## src/rtl/cpu_ext_bus_bridge.sv

```systemverilog
`timescale 1ns/1ps
`default_nettype none
// ============================================================================
// Module   : cpu_ext_bus_bridge
// Purpose  : Splits one DATA_W-bit CPU read/write request into sequential
//            little-endian byte cycles on an 8-bit external bus. Each byte
//            cycle has programmable wait states and waits for a slave ack,
//            with a timeout. Returns the assembled read data with a one-cycle
//            ready pulse, plus an error flag when a byte cycle times out.
// Ports    : i_clk, i_rst      - clock, synchronous active-high reset
//            i_cpu_*           - CPU request (level req, we, addr, wdata)
//            o_cpu_rdata/ready/err - completion (ready and err are pulses)
//            o_ext_cs/we/addr/wdata - external byte-cycle strobe and payload
//            i_ext_rdata/ack   - slave read byte and ready
// Revision : 1.0 - initial release
// ============================================================================
module cpu_ext_bus_bridge #(
  parameter int DATA_W      = 32,
  parameter int EXT_ADDR_W  = 24,
  parameter int WAIT_CYCLES = 2,
  parameter int TIMEOUT     = 255
) (
  input  logic                  i_clk,
  input  logic                  i_rst,
  input  logic                  i_cpu_req,
  input  logic                  i_cpu_we,
  input  logic [DATA_W-1:0]     i_cpu_addr,
  input  logic [DATA_W-1:0]     i_cpu_wdata,
  output logic [DATA_W-1:0]     o_cpu_rdata,
  output logic                  o_cpu_ready,
  output logic                  o_cpu_err,
  output logic                  o_ext_cs,
  output logic                  o_ext_we,
  output logic [EXT_ADDR_W-1:0] o_ext_addr,
  output logic [7:0]            o_ext_wdata,
  input  logic [7:0]            i_ext_rdata,
  input  logic                  i_ext_ack
);

  localparam int N      = DATA_W / 8;
  localparam int IDX_W  = (N > 1) ? $clog2(N) : 1;
  localparam int WCNT_W = (WAIT_CYCLES > 0) ? $clog2(WAIT_CYCLES + 1) : 1;
  localparam int TCNT_W = (TIMEOUT > 1) ? $clog2(TIMEOUT) : 1;

  localparam logic [IDX_W-1:0]  IDX_LAST  = IDX_W'(N - 1);
  localparam logic [WCNT_W-1:0] WCNT_LAST = WCNT_W'(WAIT_CYCLES);
  localparam logic [TCNT_W-1:0] TCNT_LAST = TCNT_W'(TIMEOUT - 1);

  typedef enum logic [2:0] {
    S_IDLE    = 3'd0,
    S_STROBE  = 3'd1,
    S_WAITACK = 3'd2,
    S_GAP     = 3'd3,
    S_DONE    = 3'd4,
    S_DRAIN   = 3'd5
  } state_t;

  state_t                  state_q, state_d;
  logic                    we_q, we_d;
  logic [EXT_ADDR_W-1:0]   addr_q, addr_d;
  logic [DATA_W-1:0]       wdata_q, wdata_d;
  logic [DATA_W-1:0]       rdata_q, rdata_d;
  logic [IDX_W-1:0]        idx_q, idx_d;
  logic [WCNT_W-1:0]       wcnt_q, wcnt_d;
  logic [TCNT_W-1:0]       tcnt_q, tcnt_d;
  logic                    err_q, err_d;

  logic                    w_byte_done;
  logic                    w_abort;
  logic [IDX_W+2:0]        w_bit_sel;

  // Bit offset of the current byte lane inside the CPU word.
  assign w_bit_sel = {idx_q, 3'b000};

  always_ff @(posedge i_clk) begin
    if (i_rst) begin
      state_q <= S_IDLE;
      we_q    <= 1'b0;
      addr_q  <= '0;
      wdata_q <= '0;
      rdata_q <= '0;
      idx_q   <= '0;
      wcnt_q  <= '0;
      tcnt_q  <= '0;
      err_q   <= 1'b0;
    end else begin
      state_q <= state_d;
      we_q    <= we_d;
      addr_q  <= addr_d;
      wdata_q <= wdata_d;
      rdata_q <= rdata_d;
      idx_q   <= idx_d;
      wcnt_q  <= wcnt_d;
      tcnt_q  <= tcnt_d;
      err_q   <= err_d;
    end
  end

  always_comb begin
    state_d     = state_q;
    we_d        = we_q;
    addr_d      = addr_q;
    wdata_d     = wdata_q;
    rdata_d     = rdata_q;
    idx_d       = idx_q;
    wcnt_d      = wcnt_q;
    tcnt_d      = tcnt_q;
    err_d       = err_q;
    w_byte_done = 1'b0;
    w_abort     = 1'b0;
    o_ext_cs    = 1'b0;
    o_cpu_ready = 1'b0;
    o_cpu_err   = 1'b0;

    case (state_q)
      S_IDLE: begin
        if (i_cpu_req) begin
          we_d    = i_cpu_we;
          addr_d  = i_cpu_addr[EXT_ADDR_W-1:0];
          wdata_d = i_cpu_wdata;
          rdata_d = '0;
          idx_d   = '0;
          wcnt_d  = '0;
          tcnt_d  = '0;
          err_d   = 1'b0;
          state_d = S_STROBE;
        end
      end
      S_STROBE: begin
        o_ext_cs = 1'b1;
        // Ack is only honoured on the final minimum-width strobe cycle.
        if (wcnt_q == WCNT_LAST) begin
          if (i_ext_ack) begin
            w_byte_done = 1'b1;
          end else if (TIMEOUT == 0) begin
            w_abort = 1'b1;
          end else begin
            tcnt_d  = '0;
            state_d = S_WAITACK;
          end
        end else begin
          wcnt_d = wcnt_q + 1'b1;
        end
      end
      S_WAITACK: begin
        o_ext_cs = 1'b1;
        if (i_ext_ack) begin
          w_byte_done = 1'b1;
        end else if (tcnt_q == TCNT_LAST) begin
          w_abort = 1'b1;
        end else begin
          tcnt_d = tcnt_q + 1'b1;
        end
      end
      S_GAP: begin
        wcnt_d  = '0;
        state_d = S_STROBE;
      end
      S_DONE: begin
        o_cpu_ready = 1'b1;
        o_cpu_err   = err_q;
        state_d     = S_DRAIN;
      end
      S_DRAIN: begin
        // A request level held across completion must not start a new one.
        if (!i_cpu_req) begin
          state_d = S_IDLE;
        end
      end
      default: state_d = S_IDLE;
    endcase

    if (w_byte_done) begin
      if (!we_q) begin
        rdata_d[w_bit_sel +: 8] = i_ext_rdata;
      end
      if (idx_q == IDX_LAST) begin
        state_d = S_DONE;
      end else begin
        idx_d   = idx_q + 1'b1;
        state_d = S_GAP;
      end
    end

    if (w_abort) begin
      err_d   = 1'b1;
      state_d = S_DONE;
      // Bytes that never arrived (including the one that timed out) read as FF.
      if (!we_q) begin
        for (int i = 0; i < N; i++) begin
          if (i >= int'(idx_q)) begin
            rdata_d[8*i +: 8] = 8'hFF;
          end
        end
      end
    end
  end

  assign o_ext_we    = o_ext_cs & we_q;
  assign o_ext_addr  = o_ext_cs ? (addr_q + EXT_ADDR_W'(idx_q)) : '0;
  assign o_ext_wdata = o_ext_cs ? wdata_q[w_bit_sel +: 8] : 8'h00;
  assign o_cpu_rdata = rdata_q;

endmodule
`default_nettype wire
```

## config.mk

```make
export PLATFORM = sky130hd
export DESIGN_NAME = cpu_ext_bus_bridge
export DESIGN_NICKNAME = d
export VERILOG_FILES = /design/src/rtl/cpu_ext_bus_bridge.sv
export SDC_FILE = /design/constraint.sdc
export NUM_CORES = 1
export LEC_CHECK = 0
export CORE_ASPECT_RATIO = 2
export CORE_MARGIN = 1
export CORE_UTILIZATION = 49
export CTS_BUF_LIST = sky130_fd_sc_hd__clkbuf_4
export CTS_CLUSTER_SIZE = 28
export DETAILED_ROUTE_END_ITERATION = 6
export GPL_TIMING_DRIVEN = 0
export HOLD_SLACK_MARGIN = 0.08
export PLACE_DENSITY = 0.82
export SLEW_MARGIN = 20
export SYNTH_ARGS = -nofsm -noshare
export SYNTH_HDL_FRONTEND = slang
export SYNTH_SLANG_ARGS = --single-unit
```

## constraint.sdc

```tcl
create_clock -name i_clk -period 3.3 [get_ports i_clk]
set_clock_uncertainty 0.2 [all_clocks]
set_input_delay 0.99 -clock i_clk [delete_from_list [all_inputs] [get_ports i_clk]]
set_output_delay 0.99 -clock i_clk [all_outputs]
set_load 0.01 [all_outputs]
```

==> impl_metrics.tcl, run 1 <==
set metrics [dict create \
    synth_nets 704 \
    start_util_pct 50.0 \
    worst-path-max-fanout 2 \
    nets 875 \
    post-route-min-period_ps 3580 \
    rows 52 \
    setup_viol 17 \
    clock_path_buffers 2 \
    worst_slack_ps -283 \
    route.detailed.drc 0 \
    r2r_end "o_cpu_rdata[30]" \
    cpMaxStageDelayCell "dfxtp_4" \
    numCtsBuffers 9 \
    r2r-start "idx_q[0]" \
    ys_warn_count 0 \
    final_cells 926 \
    core-area_mm2 0.0101 \
    yosys_register_bits 105 \
    drtAntennaViolNets 0 \
    met2_length_mm 8.49 \
    wl_met3_um 571 \
    crit_family "simple AND/OR/NAND/NOR gates" \
    ff2ff_path_depth 10 \
    synth.distinct_cells 48 \
    gr-total-overflow 0 \
    synth_flop_cell "dfxtp_1" \
    vias_per_cell 5.55 \
    gp_congestion 0.863 \
    synth_top_cell_area_share_pct 41.6 \
    route.final.wire_length_mm 15.1 \
    syn_inst 614 \
    crit_path_start "idx_q[0]" \
    wl_met1_mm 5.24 \
    dp_slack_ps -863 \
    syn_area_mm2 0.00505 \
    p_leak_nw 2.76 \
    p_per_area_mw_per_mm2 403 \
    grt_max_degree 18 \
    synth_edf_count 0 \
    fmax_ghz 0.279 \
    crit_path_end_kind "output pin" \
    timing.slew.headroom_pct 47.6 \
    synth_area_leaders "dfxtp_1, nand2_1, a21oi_1" \
    drive_gt1_share_pct 16.3 \
    finalMaxSlewViolations 0 \
    grt_pass1_wl_mm 23.6 \
    dieArea_mm2 0.0107 \
    io_buffers 136 \
    ioPinCount 145 \
    top_layer "met4" \
    yosys-top-cells-count "nand2_1, dfxtp_1, a21oi_1" \
    die_w_um 73.8 \
    cap_viol_max_count 0 \
    worstPathArrival_ps 2390 \
    clkTransAtPathRegs_ps 150 \
    hpwl_mm 10.8 \
    tightest_slew_ps 784 \
    violations "setup timing" \
    track_usage_pct 28.5 \
    vias 5138 \
    seq_area_mm2 0.00212 \
    numClockSinks 105 \
    hold_viol 0 \
    async_reset_ff_share_pct 0 \
    seq_area_frac_synth_pct 41.6 \
    clk_latency_ps 460 \
    multi_input_area_mm2 0.00289 \
    critPathKind "register to output pin" \
    path_cells "ha_4, fa_2, nand4_1, nor3_4, buf_6, buf_6, nand4_1, xor2_1, nor2_1, buf_2" \
    hold_depth 2 \
    holdCritPathClass "register to register" \
    crit_buf_inv 3 \
    grt_pass1_vias 5136 \
    syn_to_final_growth_pct 39.7 \
    cts_tree "built" \
    hold_end "err_q" \
    fillCellCount 785 \
    regToRegSetupSlack_ps 600 \
    critPathLaunchType "register" \
    clock-root-buffer "clkbuf_4" \
    place_inst 885 \
    avgSynthCellArea_um2 8.22 \
    h-tree-depth 3 \
    cpPeakStageDelay_ps 390 \
    avgRoutedWirePerCell_um 16.3 \
    grt_setup_unrepaired "yes" \
    die-height_um 146 \
    finalSetupTns_ps -1990 \
    final_util_pct 69.9 \
    status "finished, violations left" \
    crit_required_ps 2110 \
    peakVddDrop_v 0.000319 \
    synth.most_common_cell "nand2_1" \
    finalCritPeriodShare_pct 109 \
    ctsHoldBuffers 0 \
    antenna_found_initial 1 \
    yosysTopAreaCell "dfxtp_1" \
    first_pass_iters 5 \
    dr.first_iter.drc_count 218 \
    min-delay-start "err_q" \
]
==> layer usage <==
| layer | vias up | global-route usage, % |
|---|---|---|
| met5 | - | 0 |
| met4 | 0 | 17.6 |
| met3 | 63 | 4.29 |
| met2 | 182 | 53.3 |
| met1 | 2444 | 27.4 |
| li1 | 2449 | - |
==> flip-flops by register name, indices dropped and copies added, names as in the netlist <==
| name | flops |
|---|---|
| wdata_q | 32 |
| we_q | 1 |
| wcnt_q | 2 |
| err_q | 1 |
| tcnt_q | 8 |
| state_q | 3 |
| idx_q | 2 |
| addr_q | 24 |
| o_cpu_rdata | 32 |
==> cells in the final DEF (no fill, tap or decap), types with 4 or more instances in the layout <==
master             n
o211ai_1          16
dfxtp_1           96
buf_2             22
ha_1              10
nor2_1            48
a211o_1            8
nand4_1           11
inv_1              8
dfxtp_2            5
nand2_1          144
xor2_1            15
mux4_2             8
nand3_1           10
xnor2_1           11
o21ai_0           11
buf_6             11
nor2_2             5
a21o_1             4
mux2i_1            4
and2_4             4
and3_1             5
nand2b_1          14
clkbuf_2           6
a21oi_1           77
dfxtp_4            4
clkdlybuf4s50_1  101
and2_1            11
buf_4             19
clkbuf_4          10
dlygate4sd2_1      7
and4_1             4
clkbuf_1          20
==> stage by stage <==
stage                     instance area, µm²  hold slack, ps  total power [W]
after floorplan                         5050             232          0.00175
after global placement                  6580             240          0.00198
after detailed placement                6580             247          0.00200
after CTS                               6980             265          0.00282
after global routing                    7050             289          0.00297
final                                   7050             269          0.00284
==> tightest hold or removal path, delay by kind of cell (launching register included) <==
kind | cells | cell delay, ps
and+or+nand+nor | 1 | 50
DFF | 1 | 340
AOI/OAI and AO/OA | 1 | 50
==> layout make-up <==
cell class                 instances  share of cell area [%]
antenna                            1                  0.0355
buffer                            31                    2.36
clock buffer                       9                   0.958
clock inverter                     7                    1.69
inverter                           9                   0.479
multi-input combinational        466                    40.9
sequential                       105                    30.1
tap                              135                    2.40
timing repair buffer             163                    21.1
==> worst max-delay path by stage <==
stage,slack [ps],cells past startpoint,endpoint
2_1_floorplan,130,7,o_ext_addr[22]
3_3_place_gp,-820,8,o_ext_addr[22]
3_5_place_dp,-860,8,o_ext_addr[22]
4_1_cts,-280,10,o_ext_addr[22]
5_1_grt,-370,10,o_ext_addr[22]
6_report,-280,10,o_ext_addr[22]
==> where the power goes <==
part / internal [W] / switching, W / total [W]
Sequential: 0.00134 / 0.0000667 / 0.00141
Combinational: 0.000281 / 0.000339 / 0.000620
Clock: 0.000383 / 0.000427 / 0.000810
Total: 0.00201 / 0.000833 / 0.00284
==> kinds of logic after synthesis <==
logic type | count (synthesis) | synth area share, %
flops | 105 | 41.6
compound gates | 126 | 15.5
simple gates | 288 | 27.0
xor+xnor | 27 | 4.69
fa+ha+maj | 13 | 3.37
buf+inv | 43 | 3.40
mux | 12 | 4.36
==> timing repair <==
item	in CTS	in global routing
buffers inserted	19	10
pin swaps	17	22
resized for setup	134	38
endpoints found under the setup margin	35	28
No activity file was read; power rests on OpenSTA's default activity.
==> run 2, diff against run 1 <==
CAP_MARGIN = 0   (was unset)
==> results of run 2 <==
No change in the layout: final DEF, timing and power equal those of run 1.
==> run 3, diff against run 2 <==
CORE_UTILIZATION = 53   (was 49)
PLACE_DENSITY = 0.88   (was 0.82)
clock period = 4.3 ns   (was 3.3 ns; I/O delays follow)
==> run 3 against run 2 <==
The run ends with DRC left. Sequential share of layout area rose by 1.1 points. Clock-buffer cell count grew 1. Power shrank 30%. Register-to-register slack improved by 880 ps. Hold slack got worse by 5.7 ps. Global-route usage increased by 0.82 points. First-iteration DRC count up 31%. Via count is 2.4% lower. Die area decreased by 7.4%. Critical path depth down 2. Sequential cell count is the same. Clock power shrank 41%. Critical endpoint is now o_ext_addr[23]. Largest cell class unchanged. Highest routed layer unchanged.
==> impl_metrics.tcl, run 3 (synthesized netlist as in run 1, its figures left out) <==
set metrics [dict create \
    status "finished, violations left" \
    violations "DRC" \
    fin_area_mm2 0.00675 \
    finalMaxSlewViolations 0 \
    dr.first_iter.drc_count 286 \
    clk_latency_ps 460 \
    r2r_end "o_cpu_rdata[19]" \
    ff2ff_path_depth 6 \
    cap_viol_max_count 0 \
    hold_depth 2 \
    clock_path_buffers 2 \
    route.detailed.drc 10 \
    worst-path-max-fanout 7 \
    die_w_um 71.0 \
    pwr-share-comb_pct 22.1 \
    clkTransAtPathRegs_ps 140 \
    crit_family "buffers and inverters" \
    clock-root-buffer "clkbuf_4" \
    p_int_w 0.00140 \
    path_cells "ha_1, a21o_1, nor4b_4, buf_4, nand3_1, xor2_1, nor2_1, clkdlybuf4s50_1" \
    vias 5017 \
    drtAntennaViolNets 0 \
    gp_congestion 0.865 \
    holdCritPathClass "register to register" \
    grt_setup_unrepaired "no" \
    drive_gt1_share_pct 6.36 \
    hold_viol 0 \
    r2r-start "idx_q[1]" \
    regToRegSetupSlack_ps 1480 \
    avgRoutedWirePerCell_um 16.2 \
    gr-total-overflow 0 \
    p_leak_nw 2.59 \
    post-route-min-period_ps 4160 \
    crit_required_ps 2810 \
    finalCritPeriodShare_pct 96.8 \
    grt_pass1_wl_mm 22.9 \
    dieArea_mm2 0.00994 \
    min-delay-start "wdata_q[9]" \
    h-tree-depth 3 \
    critPathLaunchType "register" \
    start_util_pct 54.1 \
    peakVddDrop_v 0.000221 \
    critPathKind "register to output pin" \
    antenna_found_initial 1 \
    track_usage_pct 29.3 \
    cpMaxStageDelayCell "clkdlybuf4s50_1" \
    first_pass_iters 7 \
    cts_tree "built" \
    fmax_ghz 0.240 \
    switchingPower_w 0.000596 \
    power_frac_seq_pct 53.9 \
    grt_pass1_vias 5070 \
    timing.slew.headroom_pct 55.8 \
    core-area_mm2 0.00932 \
    setup_viol 0 \
    rows 50 \
    nets 855 \
    place_inst 854 \
    cpPeakStageDelay_ps 560 \
    mostFrequentLayoutCells "nand2_1, clkdlybuf4s50_1, dfxtp_1, a21oi_1, nor2_1" \
    numClockSinks 105 \
    vias_per_cell 5.73 \
    syn_to_final_growth_pct 33.7 \
    grt_max_degree 16 \
    io_buffers 136 \
    numCtsBuffers 9 \
    p_per_area_mw_per_mm2 296 \
    route.final.wire_length_mm 14.2 \
    clkPwrFrac_pct 24.0 \
    final_common_cell "nand2_1" \
    crit_path_start "idx_q[1]" \
    hpwl_mm 11.0 \
    place_area_mm2 0.00654 \
    p_sw_share_pct 29.8 \
    crit_buf_inv 2 \
    hold_end "wdata_q[9]" \
    ioPinCount 145 \
    final_cells 875 \
    crit_path_end_kind "output pin" \
    worstPathArrival_ps 2670 \
    tightest_slew_ps 661 \
    die-height_um 140 \
]
## run 3: what timing repair did
item                       4_1_cts  5_1_grt
hold buffers                     0        0
resized for setup                5       11
setup endpoints to repair       21       21
pin swaps                        2        1
buffers inserted                 2        3
## run 3: area by class of cell
class	instances	area, µm²
fill	674	2570
buffer	33	135
clock inverter	6	48.8
clock buffer	10	75.1
sequential	105	2110
multi-input combinational	466	2800
antenna	1	2.50
timing repair buffer	141	1410
tap	104	130
inverter	9	33.8
## run 3: how the worst max path moves through the flow
| stage | end | depth (start not counted) |
|---|---|---|
| 2_1_floorplan | o_ext_addr[22] | 7 |
| 3_3_place_gp | o_ext_addr[22] | 8 |
| 3_5_place_dp | o_ext_addr[20] | 8 |
| 4_1_cts | o_ext_addr[19] | 7 |
| 5_1_grt | o_ext_addr[13] | 8 |
| 6_report | o_ext_addr[23] | 8 |
## run 3: metrics by stage
stage / setup TNS [ps] / hold WS, ps / utilization [%] / setup slack, ps / total power (W)
after floorplan: 0 / 232 / - / 830 / 0.00134
after global placement: -213 / 241 / 70.1 / -52.9 / 0.00152
after detailed placement: -915 / 244 / 70.1 / -199 / 0.00154
after CTS: 0 / 263 / 71.9 / 4.72 / 0.00200
after global routing: 0 / 283 / 72.4 / 19.5 / 0.00209
final: 0 / 263 / 72.4 / 139 / 0.00200
## run 3: power by group through the flow
stage	clock network (W)	logic, W	registers, W
finish	0.000480	0.000442	0.00108
CTS	0.000486	0.000442	0.00108
global route	0.000524	0.000484	0.00109
floorplan	0	0.000259	0.00109
detailed placement	0	0.000438	0.00110
global placement	0	0.000424	0.00109
## run 3: per-layer routing
metal  global-route usage (%)  vias up  wire length, µm
met4                     19.5        0              760
met5                        0        -                0
met1                     27.4     2335             4830
li1                         -     2406                -
met2                     55.7      209             7890
met3                     5.32       67              723
## run 3: tightest hold or removal path: stages, from the launching register on
cell     delay [ps]
dfxtp_1         340
nand2_1          50
a21oi_1          50
